File: src/rtl/ps2_key_decoder.sv
// PS/2 host-receive front end for Pong: frames device bytes, decodes make/break
// scan codes into held paddle controls, a start pulse and per-byte status pulses.
module ps2_key_decoder #(
  parameter int unsigned TIMEOUT_CYCLES = 50000,
  parameter logic [7:0]  KEY_LEFT_UP    = 8'h1D,
  parameter logic [7:0]  KEY_LEFT_DOWN  = 8'h1B,
  parameter logic [7:0]  KEY_RIGHT_UP   = 8'h75,
  parameter logic [7:0]  KEY_RIGHT_DOWN = 8'h72,
  parameter logic [7:0]  KEY_START      = 8'h29
) (
  input  logic       clk,
  input  logic       reset,
  input  logic       ps2_clk,
  input  logic       ps2_dat,
  output logic       move_left_up,
  output logic       move_left_down,
  output logic       move_right_up,
  output logic       move_right_down,
  output logic       start_pulse,
  output logic       scan_valid,
  output logic [7:0] scan_code,
  output logic       frame_error
);

  localparam int unsigned    TW      = $clog2(TIMEOUT_CYCLES + 1);
  localparam logic [TW-1:0]  TMO_MAX = TW'(TIMEOUT_CYCLES);

  typedef enum logic [1:0] {
    ST_IDLE   = 2'd0,
    ST_DATA   = 2'd1,
    ST_PARITY = 2'd2,
    ST_STOP   = 2'd3
  } state_t;

  function automatic logic odd_parity_ok(input logic [7:0] data, input logic par);
    return ^{data, par};
  endfunction

  logic          clk_meta_q, clk_sync_q, clk_prev_q, dat_meta_q, dat_sync_q;
  logic          fall_q, fall_d, bit_q, bit_d;
  state_t        state_q, state_d;
  logic [2:0]    bit_cnt_q, bit_cnt_d;
  logic [7:0]    shift_q, shift_d;
  logic          parity_q, parity_d;
  logic [TW-1:0] tmo_q, tmo_d;
  logic          ext_q, ext_d, brk_q, brk_d;
  // held flags: [0] left up, [1] left down, [2] right up, [3] right down
  logic [3:0]    held_q, held_d;
  logic [3:0]    move_q, move_d;
  logic          start_q, start_d, valid_q, valid_d, error_q, error_d;
  logic [7:0]    code_q, code_d;
  logic          byte_done_s, frame_bad_s;

  always_comb begin
    fall_d      = clk_prev_q & ~clk_sync_q;
    bit_d       = dat_sync_q;
    state_d     = state_q;
    bit_cnt_d   = bit_cnt_q;
    shift_d     = shift_q;
    parity_d    = parity_q;
    ext_d       = ext_q;
    brk_d       = brk_q;
    held_d      = held_q;
    code_d      = code_q;
    start_d     = 1'b0;
    valid_d     = 1'b0;
    error_d     = 1'b0;
    byte_done_s = 1'b0;
    frame_bad_s = 1'b0;

    if (fall_q) begin
      tmo_d = '0;
    end else if (state_q != ST_IDLE) begin
      tmo_d = tmo_q + TW'(1);
    end else begin
      tmo_d = '0;
    end

    if (fall_q) begin
      case (state_q)
        ST_IDLE: begin
          if (!bit_q) begin
            state_d   = ST_DATA;
            bit_cnt_d = 3'd0;
          end else begin
            state_d   = ST_IDLE;
          end
        end
        ST_DATA: begin
          shift_d   = {bit_q, shift_q[7:1]};
          bit_cnt_d = bit_cnt_q + 3'd1;
          if (bit_cnt_q == 3'd7) begin
            state_d = ST_PARITY;
          end else begin
            state_d = ST_DATA;
          end
        end
        ST_PARITY: begin
          parity_d = bit_q;
          state_d  = ST_STOP;
        end
        ST_STOP: begin
          state_d = ST_IDLE;
          if (bit_q && odd_parity_ok(shift_q, parity_q)) begin
            byte_done_s = 1'b1;
          end else begin
            frame_bad_s = 1'b1;
          end
        end
        default: state_d = ST_IDLE;
      endcase
    end else if ((state_q != ST_IDLE) && (tmo_q == TMO_MAX)) begin
      state_d     = ST_IDLE;
      frame_bad_s = 1'b1;
    end else begin
      state_d = state_q;
    end

    // Prefix bytes only arm flags; a key byte consumes them whether or not it matches.
    if (byte_done_s) begin
      valid_d = 1'b1;
      code_d  = shift_q;
      if (shift_q == 8'hE0) begin
        ext_d = 1'b1;
      end else if (shift_q == 8'hF0) begin
        brk_d = 1'b1;
      end else begin
        if (shift_q == KEY_LEFT_UP && !ext_q) begin
          held_d[0] = ~brk_q;
        end else if (shift_q == KEY_LEFT_DOWN && !ext_q) begin
          held_d[1] = ~brk_q;
        end else if (shift_q == KEY_RIGHT_UP && ext_q) begin
          held_d[2] = ~brk_q;
        end else if (shift_q == KEY_RIGHT_DOWN && ext_q) begin
          held_d[3] = ~brk_q;
        end else if (shift_q == KEY_START && !ext_q) begin
          start_d = ~brk_q;
        end else begin
          held_d = held_q;
        end
        ext_d = 1'b0;
        brk_d = 1'b0;
      end
    end else if (frame_bad_s) begin
      error_d = 1'b1;
      ext_d   = 1'b0;
      brk_d   = 1'b0;
    end else begin
      valid_d = 1'b0;
    end

    move_d[0] = held_d[0] & ~held_d[1];
    move_d[1] = held_d[1] & ~held_d[0];
    move_d[2] = held_d[2] & ~held_d[3];
    move_d[3] = held_d[3] & ~held_d[2];
  end

  // State update: synchronizers idle high on reset, everything else clears.
  always_ff @(posedge clk) begin
    if (reset) begin
      clk_meta_q <= 1'b1;
      clk_sync_q <= 1'b1;
      clk_prev_q <= 1'b1;
      dat_meta_q <= 1'b1;
      dat_sync_q <= 1'b1;
      fall_q     <= 1'b0;
      bit_q      <= 1'b0;
      state_q    <= ST_IDLE;
      bit_cnt_q  <= 3'd0;
      shift_q    <= 8'd0;
      parity_q   <= 1'b0;
      tmo_q      <= '0;
      ext_q      <= 1'b0;
      brk_q      <= 1'b0;
      held_q     <= 4'd0;
      move_q     <= 4'd0;
      start_q    <= 1'b0;
      valid_q    <= 1'b0;
      error_q    <= 1'b0;
      code_q     <= 8'd0;
    end else begin
      clk_meta_q <= ps2_clk;
      clk_sync_q <= clk_meta_q;
      clk_prev_q <= clk_sync_q;
      dat_meta_q <= ps2_dat;
      dat_sync_q <= dat_meta_q;
      fall_q     <= fall_d;
      bit_q      <= bit_d;
      state_q    <= state_d;
      bit_cnt_q  <= bit_cnt_d;
      shift_q    <= shift_d;
      parity_q   <= parity_d;
      tmo_q      <= tmo_d;
      ext_q      <= ext_d;
      brk_q      <= brk_d;
      held_q     <= held_d;
      move_q     <= move_d;
      start_q    <= start_d;
      valid_q    <= valid_d;
      error_q    <= error_d;
      code_q     <= code_d;
    end
  end

  assign move_left_up    = move_q[0];
  assign move_left_down  = move_q[1];
  assign move_right_up   = move_q[2];
  assign move_right_down = move_q[3];
  assign start_pulse     = start_q;
  assign scan_valid      = valid_q;
  assign scan_code       = code_q;
  assign frame_error     = error_q;

endmodule

File: config.mk
export PLATFORM = sky130hd
export DESIGN_NAME = ps2_key_decoder
export DESIGN_NICKNAME = d
export VERILOG_FILES = /design/src/rtl/ps2_key_decoder.sv
export SDC_FILE = /design/constraint.sdc
export NUM_CORES = 1
export LEC_CHECK = 0
export ABC_AREA = 1
export CORE_MARGIN = 2
export CORE_UTILIZATION = 60
export CTS_BUF_LIST = sky130_fd_sc_hd__clkbuf_4
export DETAILED_ROUTE_END_ITERATION = 6
export PLACE_DENSITY = 0.86
export REMOVE_ABC_BUFFERS = 1
export SLEW_MARGIN = 30
export SYNTH_ARGS = -nofsm -noshare
export SYNTH_HDL_FRONTEND = slang
export SYNTH_SLANG_ARGS = --single-unit
export TNS_END_PERCENT = 1
File: constraint.sdc
create_clock -name clk -period 1.8 [get_ports clk]
set_input_delay 0.18 -clock clk [delete_from_list [all_inputs] [get_ports clk]]
set_output_delay 0.18 -clock clk [all_outputs]
set_load 0.01 [all_outputs]
# Word-level counts from Yosys, hierarchy flattened

Cells that the tools add are included.

Register bits: 58
Output and inout port bits: 15
Bits of input ports: 4
Word-level logic and storage cells: 106

Add/sub/neg operators: 2
Bitwise operators: 14
Reduce and logical (&&, ||, !) cells: 22
Equal/unequal tests: 15
Muxes and demuxes: 33

Operators by type and width:

| operator                                                        | number |
|---|---|
| 1-bit 2-to-1 mux                                                | 22 |
| 16-bit by 1-bit adder with 16-bit output, second input constant | 1 |
| 16-bit == test, second input constant                           | 1 |
| 8-bit by 5-bit == test with 1-bit output, second input constant | 2 |
| 8-bit by 7-bit == test with 1-bit output, second input constant | 2 |
| 8-bit == test, second input constant                            | 2 |
| 4-bit 2-to-1 mux                                                | 3 |
| 1-bit inverter                                                  | 9 |
| 9-bit OR reduction                                              | 1 |
| 9-bit XOR reduction                                             | 1 |
| 8-bit by 6-bit == test with 1-bit output, second input constant | 1 |
| 2-bit 2-to-1 mux                                                | 4 |
| 2-bit one-hot mux with 4 select lines                           | 1 |
| 2-bit AND reduction                                             | 4 |
| 2-bit nonzero test                                              | 4 |
| 1-bit logical AND                                               | 7 |
| 3-bit 2-to-1 mux                                                | 2 |
| 3-bit one-hot mux with 2 select lines                           | 1 |
| 1-bit AND                                                       | 5 |
| 2-bit == test, second input constant                            | 2 |
| 2-bit inequality test, second input constant                    | 2 |
| 3-bit by 1-bit adder with 3-bit output, second input constant   | 1 |
| 3-bit == test, second input constant                            | 1 |
| 3-bit inequality test, second input constant                    | 1 |
| 6 further kinds                                                 | 6 |

# Logic depth before layout (Yosys ltp)

Gate-level depths: netlist of run 1.

Word-level depth: 11
Mapped depth: 15
Depth with buffers taken out: 13

# Worst setup path after synthesis of run 1

Ideal clock, no wire load.

Path type: flip-flop to flip-flop
From: register tmo_q[0]
To: register tmo_q[12]
Path slack: 0.245 ns
Cell stages (with the launch flop): 13
Arrival: 1.435 ns
Buffers on the path: 0
Cells stage by stage: dfxtp_1 > ha_1 > nand2_1 > nor2_1 > nand2_1 > inv_1 > nand2_1 > nor2_1 > nand3_1 > nor2_1 > nand2_1 > o21ai_0 > a21oi_1

Longest elaborated chain between the ends: 1

Ends and longest elaborated chain:

| item                                     | line | source |
|---|---|---|
| from (decl)                              | 45   | `logic [TW-1:0] tmo_q, tmo_d;` |
| from (signal assigned)                   | 193  | `tmo_q <= tmo_d;` |
| 16-bit by 1-bit adder with 16-bit output | 74   | `tmo_d = tmo_q + TW'(1);` |

Every way passes these cells.
A chain may end at the register's enable or synchronous reset.

# Final worst setup path of run 1

From: register tmo_q[0]
To: register tmo_q[13]

The elaborated chain is that of the path after synthesis.

==> results.yml, run 1 <==
run_status:
  outcome: "complete, no violations"
worst_setup_path:
  critical_path.reg2reg.endpoint: "tmo_q[13]"
  crit_required_ns: 2.09
  start_kind: "flip-flop"
  cp_max_fo: 4
  rrSetupSlack_ns: 0.06
  cp.arrival_ns: 2.03
  r2r_cells: 11
  rr_startpoint: "tmo_q[0]"
  cp-end-kind: "flip-flop"
  crit_type: "reg -> reg"
timing:
  fin_crit_ns: 1.74
  layout_worst_path_cycle_share_pct: 96.5
  slew_headroom_pct: 56.1
  setup_viol: 0
  rsz0062_at_grt: "true"
  skew_ns: 0.0102
  fmax_mhz: 575
  tns_ns: 0
  worst_slew_pin_slew_ns: 0.658
  final-hold-violation-count: 0
  hold_ws_ns: 0.341
  slew_viol_final: 0
synth:
  synth_top_area_share_pct: 45.4
  synth.avg_cell_area_sq_um: 7.30
  synth_edf_count: 0
  synth_area_sq_um: 2550
  synth_top_area_cell: "dfxtp_1"
  yosysMostFrequentCell: "nand2_1"
  synth_ff_type: "dfxtp_1"
  synth.distinct_cells: 30
  synthTopCellsByArea: "dfxtp_1 (45%), nand2_1 (13%), inv_1 (5.1%), nor2_1 (4.7%), a21oi_1 (4.3%)"
  synth_async_sr_flop_share_pct: 0
  synthCells: 350
  ys_ff_latch: 58
  synth_warnings: 0
  synth_commonest_cells: "nand2_1 (86), dfxtp_1 (58), inv_1 (35)"
  synth-seq-area-share_pct: 45.4
cells_and_area:
  layout-drive-gt1-share_pct: 18.6
  syn_to_final_growth_pct: 18.1
  fin_nets: 391
  fillers: 334
  antenna_cells: 0
cts:
  root_buffer: "clkbuf_4"
  cts_tree: "done"
  clk_pin_slew_worst_paths_ns: 0.09
  clock_latency_ns: 0.40
  numClockSinks: 58
  cts_inserted_buffers: 9
  cts_buffer_depth: 2
  htreeDepth: 3
die:
  core-area_sq_um: 4060
  dieArea_sq_um: 4800
  core.rowCount: 23
  io_pins: 19
  die_h_microns: 69.3
  start_util_pct: 63.0
  die_w_microns: 69.3
detailed_routing:
  drtIter0Drc: 209
  wl_per_cell_microns: 13.1
  via_per_inst: 5.46
  route.antenna.remaining_nets: 0
  routed_wirelength_microns: 5720
  vias: 2390
  drc: 0
  dr.pass1.iters: 5
job:
  max_cap_violations: 0
placement:
  routabilityCongestion: 0.943
  dp_hpwl_microns: 3950
  port_buffers: 18
min_path:
  min_to: "dat_meta_q"
  hold_path_startpoint: "ps2_dat"
  hold-path-cell-count: 2
  hold_class: "in -> reg"
power_and_ir_drop:
  clock_power_share_pct: 40.1
  vdd_ir_drop_max_mv: 0.595
  power.switching_w: 0.000510
  power_leakage_nw: 1.26
  pwr-share-comb_pct: 2.3
  p_seq_share_pct: 57.6
  p_total_w: 0.00225
  p_int_w: 0.00174
  p_per_area_nw_per_um2: 746
  switching_share_pct: 22.7
global_routing:
  track_usage_pct: 25.3
  overflow: 0
  grt_pass1_wl_microns: 9640
  antenna_found_initial: 0
  first_global_vias: 2203
  grt_max_degree: 24
[routing by layer]
| layer | vias up | wire length [microns] | part of all wire (%) | track usage, % |
|---|---|---|---|---|
| met5 | - | 0 | 0 | 0 |
| met4 | 0 | 106 | 1.9 | 12.4 |
| met3 | 10 | 369 | 6.4 | 6.98 |
| met2 | 85 | 2670 | 47 | 39.0 |
| met1 | 1079 | 2580 | 45 | 32.7 |
| li1 | 1216 | - | - | - |
[power groups by stage]
stage	sequential, W	combinational (W)	clock (W)
3_3_place_gp	0.00133	0.0000495	0
5_1_grt	0.00130	0.0000596	0.000980
4_1_cts	0.00130	0.0000513	0.000922
6_report	0.00130	0.0000528	0.000902
3_5_place_dp	0.00133	0.0000511	0
2_1_floorplan	0.00132	0.0000268	0
[registers in the layout (all words and copies together) (netlist names), 2 cells and up]
name,cells
move_q,4
held_q,4
state_q,2
tmo_q,16
shift_q,8
bit_cnt_q,3
scan_code,8
[cell type report]
cell class                      count  area [sq um]  area share, %
Multi-Input combinational cell    244          1240           41.2
Sequential cell                    58          1170           38.7
Timing Repair Buffer               27           248           8.21
Inverter                           43           161           5.35
Clock buffer                       10          75.1           2.49
Tap cell                           50          62.6           2.07
Clock inverter                      6          57.6           1.91
[per-stage QoR]
step                util [%]  setup slack (ns)  cells  cell area, sq um
floorplan                  -             0.245    343              2510
finish                  74.3            0.0623    438              3020
global placement        69.3            0.0378    418              2810
detailed placement      69.3            0.0104    418              2810
global route            74.3            -0.105    438              3020
CTS                     72.6           0.00725    434              2950
[kinds of logic after synthesis]
kind of cell	count (synthesis)	synth area share, %
compound gates	46	9.35
simple gates	191	35.0
buf+inv	50	7.88
xor+xnor	1	0.343
fa+ha+maj	4	1.96
flops	58	45.4
[critical path: stages, from the launching register on]
cell and delay [ns]:
dfxtp_1 0.36, inv_1 0.07, nor2_1 0.14, nand2_1 0.07, inv_1 0.11, nand3_1 0.14, nor2_2 0.15, nand2_1 0.09
nor2_1 0.17, inv_1 0.09, o21ai_0 0.15, a21oi_1 0.09
[worst max path at each step]
stage               slack, ns  cells past startpoint       start     endpoint
finish                   0.06                     11    tmo_q[0]    tmo_q[13]
global route            -0.11                     11    tmo_q[0]    tmo_q[13]
CTS                     0.007                     12    tmo_q[1]    tmo_q[12]
detailed placement       0.01                     12  shift_q[4]  start_pulse
global placement         0.04                     12  shift_q[4]  start_pulse
floorplan                0.25                     12    tmo_q[0]    tmo_q[12]
[placed cells by master, fill, tap and decap left out, drive strengths merged]
master	synthesis	final
ha	4	4
inv	42	42
nand3	24	25
a31oi	1	1
nor3b	1	1
clkinv	1	6
nand4	12	12
o21a	3	3
nand2	96	96
clkbuf	2	10
nor4	6	6
o21ai	20	20
a21oi	22	22
bufinv	0	1
xnor2	1	1
nor2	38	39
dfxtp	58	58
clkdlybuf4s50	0	18
or2	7	7
buf	5	9
nor3	7	7
[timing repair]
action | 4_1_cts | 5_1_grt
endpoints found under the setup margin | 3 | 20
gates cloned | 0 | 2
resized for setup | 2 | 15
pin swaps | 0 | 1
hold buffers | 0 | 0
buffers inserted | 0 | 2
No activity file was read; power rests on OpenSTA's default activity.
==> run 2, diff against run 1 <==
PLACE_DENSITY = 0.81   (was 0.86)
==> run 2 against run 1 <==
Against the previous run: combinational power rose by 2%; utilization rose by 1.2 points; clock skew rose by 0.0011 ns; critical path depth rose by 1; via count rose by 1.5%; first-iteration DRC count rose by 26%; cell count rose by 0.46%; cell area rose by 1.6%; register-to-register slack improved by 0.02 ns; global-route usage fell by 1.3 points; die area did not move; critical path type unchanged.
==> results.yml, run 2 (same netlist as run 1, synthesis figures left out) <==
cells_and_area:
  fillers: 323
  top_register: "tmo_q"
  largest_reg_flops: 16
  antenna_cells: 0
  finalNonFillerCells: 440
  syn_to_final_growth_pct: 20.0
  layout_commonest_cell: "nand2_1"
  regArea_sq_um: 1180
  layout_common_cells: "nand2_1 (84), dfxtp_1 (49), inv_1 (32), nor2_1 (27), a21oi_1 (22)"
  layout-drive-gt1-share_pct: 21.0
  finish.utilization_pct: 75.5
  fin_nets: 393
  multi_input_area_sq_um: 1260
timing:
  final-hold-violation-count: 0
  slew_viol_final: 0
  worst_slew_pin_slew_ns: 0.690
  setup_slack_ns: 0.0801
  fin_crit_ns: 1.72
  skew_ns: 0.0113
  slew_headroom_pct: 54.0
  fmax_mhz: 581
  layout_worst_path_cycle_share_pct: 95.6
  setup_viol: 0
min_path:
  min_to: "dat_meta_q"
  hold_path_startpoint: "ps2_dat"
  hold-path-cell-count: 2
  hold_class: "in -> reg"
detailed_routing:
  drtIter0Drc: 263
  drc: 0
  route.antenna.remaining_nets: 0
  dr.pass1.iters: 5
  routed_wirelength_microns: 5710
  vias: 2425
  wl_per_cell_microns: 13.0
  via_per_inst: 5.51
global_routing:
  busiest_layer: "met2"
  grtUsageMet2_pct: 35.1
  overflow: 0
  grt_pass1_wl_microns: 9380
  use_met3_pct: 5.38
  track_usage_pct: 24.0
  first_global_vias: 2120
  grt_max_degree: 24
  antenna_found_initial: 0
  gr-usage-met1_pct: 33.1
worst_setup_path:
  crit_required_ns: 2.09
  crit_type: "reg -> reg"
  cp.arrival_ns: 2.01
  r2r_cells: 12
  rrSetupSlack_ns: 0.08
  rr_startpoint: "tmo_q[1]"
  critical_path.reg2reg.endpoint: "tmo_q[12]"
  start_kind: "flip-flop"
  cp_max_fo: 3
  cp-end-kind: "flip-flop"
placement:
  post-place-cells: 414
  routabilityCongestion: 0.924
  dp_hpwl_microns: 3810
  port_buffers: 18
  pre_cts_slack_ns: -0.0491
power_and_ir_drop:
  power_leakage_nw: 1.27
  p_per_area_nw_per_um2: 737
  vdd_ir_drop_max_mv: 0.491
die:
  dieArea_sq_um: 4800
  core-area_sq_um: 4060
  die_h_microns: 69.3
  die_w_microns: 69.3
  start_util_pct: 63.0
  core.rowCount: 23
  io_pins: 19
cts:
  root_buffer: "clkbuf_4"
  cts-hold-fix-buffers: 0
  htreeDepth: 3
  numClockSinks: 58
  clock_latency_ns: 0.39
  cts_buffer_depth: 2
  cts_tree: "done"
  cts_inserted_buffers: 9
  clk_pin_slew_worst_paths_ns: 0.09
run_status:
  outcome: "complete, no violations"
job:
  max_cap_violations: 0
## run 2: changes by cell type in the layout (fill, tap and decap cells not counted), sizes merged
cell    delta
buf        +2
clkbuf     +2
clkinv     -2
## run 2: area by class of cell
| class | instances | share of cell area [%] |
|---|---|---|
| multi-input combinational | 244 | 41.2 |
| timing repair buffer | 29 | 8.57 |
| clock inverter | 4 | 1.39 |
| clock buffer | 12 | 2.94 |
| sequential | 58 | 38.6 |
| tap | 50 | 2.04 |
| inverter | 43 | 5.27 |
## run 2: metal layers
| metal | part of all wire [%] | wire (microns) |
|---|---|---|
| met1 | 46 | 2620 |
| met2 | 45 | 2550 |
| met3 | 6.4 | 363 |
| met4 | 3.2 | 183 |
| met5 | 0 | 0 |
## run 2: critical path: stages (launching register included)
cell and delay (ns):
dfxtp_2 0.37, ha_4 0.13, nand2_1 0.10, nor2_2 0.20, nand2_2 0.08, inv_2 0.07
nand2_2 0.06, nor2_4 0.13, nand3_2 0.08, nor2_2 0.12, nand2_1 0.08, o21ai_1 0.14
a21oi_1 0.05
## run 2: how the worst max path moves through the flow
stage | start | slack (ns) | depth (start not counted) | endpoint
after detailed placement | shift_q[3] | -0.05 | 12 | start_pulse
after floorplan | tmo_q[0] | 0.25 | 12 | tmo_q[12]
after global placement | shift_q[3] | -0.007 | 12 | start_pulse
final | tmo_q[1] | 0.08 | 12 | tmo_q[12]
after CTS | shift_q[1] | 0.03 | 11 | held_q[3]
after global routing | tmo_q[0] | -0.04 | 12 | tmo_q[12]
## run 2: stage by stage
stage	hold WS [ns]	instance area (sq um)	power (W)	TNS [ns]
after global routing	0.339	3070	0.00234	-0.0715
final	0.352	3070	0.00226	0
after global placement	0.392	2780	0.00137	-0.00686
after CTS	0.342	2930	0.00227	0
after detailed placement	0.399	2780	0.00138	-0.265
after floorplan	0.249	2510	0.00135	0
## run 2: power breakdown
part	switching, W	leakage [nW]	internal (W)	total, W
Combinational	0.0000326	0.715	0.0000214	0.0000540
Sequential	0.00000574	0.474	0.00128	0.00129
Clock	0.000455	0.0764	0.000461	0.000915
Total	0.000493	1.27	0.00177	0.00226
## run 2: repair_timing
action                                 CTS  global route
pin swaps                                1             6
gates resized for setup                  4            27
setup buffers                            0             8
endpoints found under the hold margin    0             0
setup endpoints to repair               13            23
cloned                                   1             1
==> run 3, diff against run 2 <==
CTS_BUF_LIST = sky130_fd_sc_hd__clkbuf_8   (was sky130_fd_sc_hd__clkbuf_4)
==> run 3 against run 2 <==
Against the previous run: cell area up 3.0%; worst hold slack improved by 0.055 ns; critical path depth unchanged; maximum frequency is 0.85% higher; sequential cell count did not move; routed wire length is 2.5% higher; non-clock buffer count up 6; combinational power is 1% lower; power increased by 12%; sequential share of layout area fell by 1.2 points.
==> results.yml, run 3 (same netlist as run 1, synthesis figures left out) <==
run_status:
  outcome: "complete, no violations"
worst_setup_path:
  crit_type: "reg -> reg"
  cp_cell_sequence: "nand2_2, inv_2, nor2_1, nand2_1, nand3_2, nand3_1, nand2_4, nand3_4, nor2_4, buf_4, nand2_1, nand2_1"
  start_kind: "flip-flop"
  cp_common_cell: "nand2_1"
  r2r_cells: 12
  cp_max_fo: 7
  crit_required_ns: 2.08
  cpMaxStageDelayCell: "dfxtp_2"
  cp-end-kind: "flip-flop"
  critPathMaxStageDelay_ns: 0.36
  cp.arrival_ns: 1.98
die:
  die_h_microns: 69.3
  core.rowCount: 23
  dieArea_sq_um: 4800
  start_util_pct: 63.0
  io_pins: 19
  core-area_sq_um: 4060
  die_w_microns: 69.3
timing:
  final-hold-violation-count: 0
  worst_slew_pin_slew_ns: 0.690
  layout_worst_path_cycle_share_pct: 94.7
  setup_slack_ns: 0.0945
  skew_ns: 0.00915
  fmax_mhz: 586
  slew_headroom_pct: 54.0
  fin_crit_ns: 1.71
  setup_viol: 0
  slew_viol_final: 0
power_and_ir_drop:
  vdd_ir_drop_max_mv: 0.825
  power.switching_w: 0.000524
  clock_power_share_pct: 46.8
  pwr-share-comb_pct: 2.1
  p_int_w: 0.00201
  power_leakage_nw: 1.32
  switching_share_pct: 20.7
  p_seq_share_pct: 51.1
  p_per_area_nw_per_um2: 802
cells_and_area:
  layout_commonest_cell: "nand2_1"
  finalNonFillerCells: 445
  layout-drive-gt1-share_pct: 21.5
  antenna_cells: 0
  syn_to_final_growth_pct: 23.6
  fin_nets: 398
  design_area_sq_um: 3160
  layout_common_cells: "nand2_1 (84), dfxtp_1 (49), inv_1 (36), nor2_1 (27), a21oi_1 (22)"
  regArea_sq_um: 1180
  top_register: "tmo_q"
  multi_input_area_sq_um: 1250
  largest_reg_flops: 16
  fillers: 312
  finish.utilization_pct: 77.8
placement:
  routabilityCongestion: 0.924
  dp_hpwl_microns: 3810
  placed_area_sq_um: 2780
  post-place-cells: 414
  port_buffers: 18
  pre_cts_slack_ns: -0.0491
detailed_routing:
  via_per_inst: 5.62
  drc: 0
  drtIter0Drc: 310
  routed_wirelength_microns: 5850
  vias: 2502
  wl_per_cell_microns: 13.2
  dr.pass1.iters: 5
  route.antenna.remaining_nets: 0
job:
  max_cap_violations: 0
cts:
  root_buffer: "clkbuf_8"
  cts_tree: "done"
  clk_pin_slew_worst_paths_ns: 0.06
  clock_latency_ns: 0.34
  cts_buffer_depth: 2
  cts-hold-fix-buffers: 0
  numClockSinks: 58
  cts_inserted_buffers: 9
  htreeDepth: 3
min_path:
  hold_class: "reg -> reg"
  hold-path-cell-count: 2
global_routing:
  track_usage_pct: 24.4
  grt_pass1_wl_microns: 9340
  grt_max_degree: 24
  overflow: 0
  antenna_found_initial: 0
  first_global_vias: 2049
## run 3: cell types whose count changed in the layout (fill, tap and decap cells not counted), sizes merged
| cell | change |
|---|---|
| inv | +3 |
| clkinv | -2 |
| clkbuf | -1 |
| nor2 | -1 |
| buf | +6 |
## run 3: area by class of cell
| class | instances | area share, % |
|---|---|---|
| Inverter | 43 | 5.11 |
| Tap cell | 50 | 1.98 |
| Sequential cell | 58 | 37.4 |
| Multi-Input combinational cell | 243 | 39.5 |
| Clock inverter | 5 | 1.47 |
| Timing Repair Buffer | 35 | 9.75 |
| Clock buffer | 11 | 4.80 |
## run 3: repair_timing
| item | in CTS | in global routing |
|---|---|---|
| gates cloned | 0 | 1 |
| pin swaps | 0 | 7 |
| buffers inserted | 0 | 14 |
| setup endpoints to repair | 13 | 22 |
| resized for setup | 3 | 26 |
## run 3: metal layers
layer / GRT usage, % / routed length, microns / up-vias
li1: - / - / 1215
met2: 34.8 / 2620 / 139
met5: 0 / 0 / -
met1: 33.6 / 2610 / 1125
met3: 6.54 / 454 / 23
met4: 12.9 / 173 / 0
## run 3: worst max-delay path: cells and delay by family, from the launching register on
family                 cells  cell delay [ns]
buffers and inverters      2             0.17
flip-flops                 1             0.36
AND/OR/NAND/NOR           10             1.10
## run 3: metrics by stage
step                hold WS [ns]  power [W]  TNS (ns)
floorplan                  0.249    0.00135         0
global placement           0.392    0.00137  -0.00686
detailed placement         0.399    0.00138    -0.265
CTS                        0.407    0.00254         0
global route               0.401    0.00262   -0.0301
finish                     0.407    0.00253         0
## run 3: final timing paths
check / startpoint / end / slack [ns]
min: bit_d / bit_q / 0.41
max: shift_q[6] / scan_code[0] / 0.09
min reg2reg: bit_d / bit_q / 0.41
max reg2reg: shift_q[6] / scan_code[0] / 0.09
## run 3: power by group through the flow
| stage | Clock, W | Sequential [W] | Combinational, W |
|---|---|---|---|
| CTS | 0.00120 | 0.00130 | 0.0000503 |
| floorplan | 0 | 0.00132 | 0.0000268 |
| global placement | 0 | 0.00133 | 0.0000489 |
| global route | 0.00127 | 0.00129 | 0.0000603 |
| detailed placement | 0 | 0.00133 | 0.0000499 |
| finish | 0.00118 | 0.00129 | 0.0000533 |
